[config.mk]
export PLATFORM = sky130hd
export DESIGN_NAME = envelope_gen_flat
export DESIGN_NICKNAME = d
export VERILOG_FILES = /design/src/rtl/envelope_gen_if.sv /design/src/rtl/envelope_gen.sv /design/src/flat_wrapper.sv
export SDC_FILE = /design/constraint.sdc
export NUM_CORES = 1
export LEC_CHECK = 0
export ABC_AREA = 1
export CORE_AREA = 2 2 102 123
export DETAILED_ROUTE_END_ITERATION = 8
export DIE_AREA = 0 0 104 125
export PLACE_DENSITY = 0.73
export SLEW_MARGIN = 10
export SYNTH_ARGS = -nofsm -noshare
export SYNTH_HDL_FRONTEND = slang
export SYNTH_SLANG_ARGS = --single-unit
[constraint.sdc]
create_clock -name sample_clk -period 5.8 [get_ports sample_clk]
set_clock_uncertainty 0.05 [all_clocks]
set_input_delay 0.58 -clock sample_clk [delete_from_list [all_inputs] [get_ports sample_clk]]
set_output_delay 0.58 -clock sample_clk [all_outputs]
set_load 0.01 [all_outputs]
[src/rtl/envelope_gen_if.sv]
// Control-unit <-> envelope generator bundle.
//   envelopes[N_SEG] : per-segment rate (signed 16, two's complement) and duration (ticks)
//   cmds             : command byte; one bit requests a restart
//   amp              : 32-bit unsigned saturating amplitude
//   seg              : current segment index
//   active / done    : high while running / after the last segment finished
//   state            : raw FSM state (0 IDLE, 1 RUN, 2 DONE) for observation
// master = control-unit side, slave = envelope_gen.
// Valid/ready: there is no handshake. envelopes and cmds are level signals
// sampled on every sample_clk edge; outputs are valid every cycle after reset.
`ifndef ENVELOPE_LEN
`define ENVELOPE_LEN 4
`endif
`ifndef ENVELOPE_RESET_BIT
`define ENVELOPE_RESET_BIT 0
`endif

interface envelope_gen_if #(
  parameter int N_SEG = `ENVELOPE_LEN
);
  localparam int SEG_W = (N_SEG > 1) ? $clog2(N_SEG) : 1;

  typedef struct packed {
    logic [15:0] rate;
    logic [7:0]  duration;
  } envelope_t;

  envelope_t        envelopes [N_SEG];
  logic [7:0]       cmds;
  logic [31:0]      amp;
  logic [SEG_W-1:0] seg;
  logic             active;
  logic             done;
  logic [1:0]       state;

  modport master (output envelopes, cmds, input amp, seg, active, done, state);
  modport slave  (input envelopes, cmds, output amp, seg, active, done, state);
endinterface

[src/rtl/envelope_gen.sv]
// Per-oscillator envelope generator. Walks N_SEG segments in order, adding
// the live segment rate (sign-extended, shifted by RATE_SHIFT) to a 32-bit
// saturating amplitude every sample. Each segment lasts duration*TICK_DIV
// cycles; a latched duration of 0 sustains the segment until restart.
// A rising edge on cmds[RESET_BIT] restarts from segment 0 in any state.
// Ports: sample_clk (clock), rstn (async active-low reset), bus (slave
// modport of envelope_gen_if carrying envelopes/cmds in, amp/seg/active/
// done/state out). All outputs come straight from flops.
module envelope_gen #(
  parameter int N_SEG      = `ENVELOPE_LEN,
  parameter int TICK_DIV   = 48,
  parameter int RATE_SHIFT = 8,
  parameter int RESET_BIT  = `ENVELOPE_RESET_BIT
) (
  input  logic           sample_clk,
  input  logic           rstn,
  envelope_gen_if.slave  bus
);
  localparam int SEG_W  = (N_SEG > 1) ? $clog2(N_SEG) : 1;
  localparam int TICK_W = (TICK_DIV > 1) ? $clog2(TICK_DIV) : 1;
  localparam logic [TICK_W-1:0] TICK_MAX = TICK_W'(TICK_DIV - 1);
  localparam logic [SEG_W-1:0]  LAST_SEG = SEG_W'(N_SEG - 1);

  typedef enum logic [1:0] {
    ST_IDLE = 2'd0,
    ST_RUN  = 2'd1,
    ST_DONE = 2'd2
  } state_t;

  state_t            state_q, state_d;
  logic [31:0]       amp_q, amp_d;
  logic [SEG_W-1:0]  seg_q, seg_d;
  logic [TICK_W-1:0] tick_q, tick_d;
  logic [7:0]        dur_q, dur_d;
  logic              prev_rst_q, prev_rst_d;
  logic              active_q, active_d;
  logic              done_q, done_d;

  logic              rst_bit;
  logic              restart;
  logic [15:0]       cur_rate;
  logic signed [33:0] rate_step;
  logic signed [33:0] sum;
  logic [31:0]       amp_sat;
  logic [SEG_W-1:0]  seg_nxt;
  logic              unused_cmds;

  assign unused_cmds = ^bus.cmds;

  always_comb begin
    rst_bit    = bus.cmds[RESET_BIT];
    restart    = rst_bit & ~prev_rst_q;
    prev_rst_d = rst_bit;

    // 34-bit signed sum: bit 33 flags a negative result, bit 32 an overflow
    // past 2^32-1; the rate is read live from the current segment.
    cur_rate  = bus.envelopes[seg_q].rate;
    rate_step = $signed({{18{cur_rate[15]}}, cur_rate}) <<< RATE_SHIFT;
    sum       = $signed({2'b00, amp_q}) + rate_step;
    if (sum[33])      amp_sat = 32'd0;
    else if (sum[32]) amp_sat = 32'hFFFF_FFFF;
    else              amp_sat = sum[31:0];

    seg_nxt = seg_q + SEG_W'(1);

    state_d  = state_q;
    amp_d    = amp_q;
    seg_d    = seg_q;
    tick_d   = tick_q;
    dur_d    = dur_q;
    active_d = active_q;
    done_d   = done_q;

    if (restart) begin
      // Restart beats any segment advance in the same cycle.
      state_d  = ST_RUN;
      amp_d    = 32'd0;
      seg_d    = '0;
      dur_d    = bus.envelopes[0].duration;
      tick_d   = TICK_MAX;
      active_d = 1'b1;
      done_d   = 1'b0;
    end else if (state_q == ST_RUN) begin
      amp_d = amp_sat;
      // dur_q == 0 only when a zero duration was latched: sustain.
      if (dur_q != 8'd0) begin
        if (tick_q != '0) begin
          tick_d = tick_q - TICK_W'(1);
        end else begin
          tick_d = TICK_MAX;
          if (dur_q != 8'd1) begin
            dur_d = dur_q - 8'd1;
          end else if (seg_q != LAST_SEG) begin
            seg_d = seg_nxt;
            dur_d = bus.envelopes[seg_nxt].duration;
          end else begin
            state_d  = ST_DONE;
            dur_d    = 8'd0;
            active_d = 1'b0;
            done_d   = 1'b1;
          end
        end
      end
    end
  end

  always_ff @(posedge sample_clk or negedge rstn) begin
    if (!rstn) begin
      state_q    <= ST_IDLE;
      amp_q      <= 32'd0;
      seg_q      <= '0;
      tick_q     <= '0;
      dur_q      <= 8'd0;
      prev_rst_q <= 1'b0;
      active_q   <= 1'b0;
      done_q     <= 1'b0;
    end else begin
      state_q    <= state_d;
      amp_q      <= amp_d;
      seg_q      <= seg_d;
      tick_q     <= tick_d;
      dur_q      <= dur_d;
      prev_rst_q <= prev_rst_d;
      active_q   <= active_d;
      done_q     <= done_d;
    end
  end

  assign bus.amp    = amp_q;
  assign bus.seg    = seg_q;
  assign bus.active = active_q;
  assign bus.done   = done_q;
  assign bus.state  = state_q;
endmodule

[src/flat_wrapper.sv]
// flat-port wrapper written by rule: the top's interface ports become plain ports
module envelope_gen_flat 
#(
  parameter int N_SEG      = `ENVELOPE_LEN,
  parameter int TICK_DIV   = 48,
  parameter int RATE_SHIFT = 8,
  parameter int RESET_BIT  = `ENVELOPE_RESET_BIT
)
  (sample_clk, rstn, bus_envelopes, bus_cmds, bus_amp, bus_seg, bus_active, bus_done, bus_state);
  envelope_gen_if #(.N_SEG(N_SEG)) bus_i ();
  input  logic sample_clk;
  input  logic rstn;
  input wire logic [$bits(bus_i.envelopes)-1:0] bus_envelopes;
  input wire logic [$bits(bus_i.cmds)-1:0] bus_cmds;
  output wire logic [$bits(bus_i.amp)-1:0] bus_amp;
  output wire logic [$bits(bus_i.seg)-1:0] bus_seg;
  output wire logic [$bits(bus_i.active)-1:0] bus_active;
  output wire logic [$bits(bus_i.done)-1:0] bus_done;
  output wire logic [$bits(bus_i.state)-1:0] bus_state;
  assign bus_i.envelopes = {>>{bus_envelopes}};
  assign bus_i.cmds = bus_cmds;
  assign bus_amp = bus_i.amp;
  assign bus_seg = bus_i.seg;
  assign bus_active = bus_i.active;
  assign bus_done = bus_i.done;
  assign bus_state = bus_i.state;
  envelope_gen #(.N_SEG(N_SEG), .TICK_DIV(TICK_DIV), .RATE_SHIFT(RATE_SHIFT), .RESET_BIT(RESET_BIT)) u_core (.sample_clk(sample_clk), .rstn(rstn), .bus(bus_i));
endmodule
==> flow_summary.ini <==
[drt]
drt-wirelength-per-cell_microns = 13.6
drt-pass1-iter-count = 4
drc = 0
drt-total-wl_microns = 15300
via_per_inst = 4.99
drt-met1-wl_microns = 6400
initialDrtViolationCount = 209
wl_met2_microns = 7660
routed.top_layer = met4
via_count = 5613
ant_nets = 0
wl_met3_microns = 723

[timing]
fmax_mhz = 269
slew_violations = 0
setup_viol = 0
fin_crit_sh_pct = 64.2
maxSlewHeadroom_pct = 27.9
hold_viol = 0
tightestPinTransition_ns = 1.08
fin_crit_ns = 3.72
fin_ws_ns = 2.08
grt_setup_unrepaired = false
tns_ns = 0

[cells_and_area]
antennaDiodeCount = 0
syn_to_final_growth_pct = 28.8
drive_gt1_share_pct = 4.67
final_nets = 1099

[synthesis]
synth-xor-area-share_pct = 2.59
synth-compound-area-share_pct = 13.0
yosysSeqAreaShare_pct = 21.7
synth.largest_area_cell = dfrtp_1
yosys-top-cells-count = 267 x nand2_1, 128 x inv_1, 96 x nor2_1
syn_nets = 990
synth_fa_ha_area_share_pct = 7.79
synth_top_area_share_pct = 21.7
async_flop_share_pct = 100
ys_types = 38
synthSimpleGateAreaFrac_pct = 39.8
ys_ff_latch = 44
synth_top_flop_cell = dfrtp_1
yosysWarnings = 0
ys_top_cells_by_area = dfrtp_1 22%, nand2_1 20%, inv_1 9.5%
netlist_area_sq_um = 5070
synth_most_common_cell = nand2_1
synth-edff-count = 0
synth_top_family_by_area = simple AND/OR/NAND/NOR gates
syn_inst = 853
synthMuxAreaShare_pct = 0
avgSynthCellArea_sq_um = 5.95

[clocking]
htreeDepth = 2
cts_buffers = 5
clock_sinks = 44
root_buffer = clkbuf_16
postCtsSetupRepairBufs = 0
ctsResizeCount = 0
clkTransAtPathRegs_ns = 0.07
postCtsHoldBufs = 0
clock_path_buffers = 2
clock_latency_ns = 0.30
cts_tree = built

[worst_setup_path]
start_kind = flop
crit_path_end_kind = flop
cp_max_fo = 25
path_class = flop to flop
arrival_ns = 3.86
cp.required_ns = 5.93

[status]
status = finished, final reports clean

[grt]
grt_usage_pct = 24.0
grt_pass1_vias = 5382
grt_overflow = 0
antenna_found_initial = 0
grt_pass1_wl_microns = 25400
grt_max_degree = 52

[power_and_ir_drop]
power_uw = 4160
power.density_nw_per_um2 = 637
p_leak_uw = 0.00337
ir_worst_vdd_mv = 0.277

[floorplanning]
die_width_microns = 104
start_util_pct = 42.7
die_height_microns = 125
io_pins = 144
core_area_sq_um = 11900
dieArea_sq_um = 13000
num_rows = 44

[run]
cap_violations = 0

[place]
hpwl_microns = 12000
io_buffer_count = 136
gp_congestion = 0.978
dpl_worst_slack_ns = 2.02

[worst_hold_path]
hold_path.class = input pin to asynchronous set/reset pin
## report_power, final
group	total, uW	switching [uW]	internal (uW)
combinational	3290	2080	1210
clock	305	141	164
sequential	572	131	441
## stage by stage
step	hold slack [ns]	area (sq um)	utilization (%)	std cells
floorplan	0.234	5070	-	853
finish	0.441	6540	55.0	1124
detailed placement	0.426	6380	53.7	1116
CTS	0.443	6540	55.0	1124
global route	0.452	6540	55.0	1124
global placement	0.413	6380	53.7	1116
## layout make-up
class | instances | area [sq um]
clock buffers | 5 | 125
clock inverters | 3 | 26.3
fillers | 1233 | 5360
inverters | 132 | 495
multi-input cells | 640 | 3210
flip-flops and latches | 44 | 1100
well taps | 161 | 201
repair buffers | 139 | 1380
## layer usage
metal  GRT usage (%)  up-vias
li1                -     2946
met1            28.2     2469
met2            43.7      157
met3            3.55       41
met4            9.06        0
met5               0        -
## critical path, cell delays in order, from the launching register on
cell     delay [ns]
dfrtp_1        0.72
inv_2          0.27
nor2_1         0.15
o21ai_1        0.06
and2_1         0.23
inv_1          0.37
ha_1           0.38
nand2_1        0.16
inv_1          0.05
nand2_1        0.06
nand2_1        0.06
inv_1          0.05
nand2_1        0.10
nand2_1        0.10
nand4_1        0.13
nand2_4        0.39
nand2_2        0.11
nand4_1        0.09
nand2_1        0.07
## cells in the final DEF (no fill, tap or decap)
cell type / n
or2_2: 1
o21ai_0: 65
nand2_4: 1
a21oi_1: 18
inv_6: 2
nand4_1: 36
ha_1: 30
buf_4: 3
o21ai_1: 1
nand3b_1: 2
nor3_1: 3
inv_1: 128
clkinv_4: 1
o21a_1: 1
a31oi_1: 4
fa_1: 1
and2_1: 4
nor2_1: 96
nand2_1: 267
o221ai_1: 1
clkdlybuf4s50_1: 135
xor2_1: 12
clkbuf_16: 5
dfrtp_1: 44
buf_2: 1
o22ai_1: 22
nand3_2: 1
nor2_2: 2
o21bai_1: 1
nand2_2: 25
clkinv_1: 2
inv_2: 2
o21ai_2: 1
o211ai_1: 5
nand3_1: 36
o31ai_1: 1
xnor2_1: 3
## path summary, 6_finish.rpt
check                                   from            endpoint  cells after the start  slack, ns
min in group sample_clk     u_core.tick_q[5]    u_core.tick_q[5]                      2       0.44
max reg2reg                u_core.bus.seg[1]  u_core.bus.amp[28]                     18       2.08
max                        u_core.bus.seg[1]  u_core.bus.amp[28]                     18       2.08
min                                     rstn  u_core.bus.amp[13]                      1       0.44
min reg2reg                 u_core.tick_q[5]    u_core.tick_q[5]                      2       0.44
max in group asynchronous               rstn  u_core.bus.amp[24]                      1       4.60
## flip-flops by register name, indices dropped and copies added, names as in the netlist
name and cells:
u_core.bus.amp 25, u_core.bus.done 1, u_core.bus.seg 2, u_core.bus.state 1
u_core.dur_q 8, u_core.prev_rst_q 1, u_core.tick_q 6
## cells by family (layout without fill, tap and decap cells)
logic type      after synthesis  after routing
xor+xnor                     15             15
fa+ha+maj                    31             31
buf+inv                     169            279
simple gates                474            474
compound gates              120            120
flops                        44             44
No activity file was read; power rests on OpenSTA's default activity.
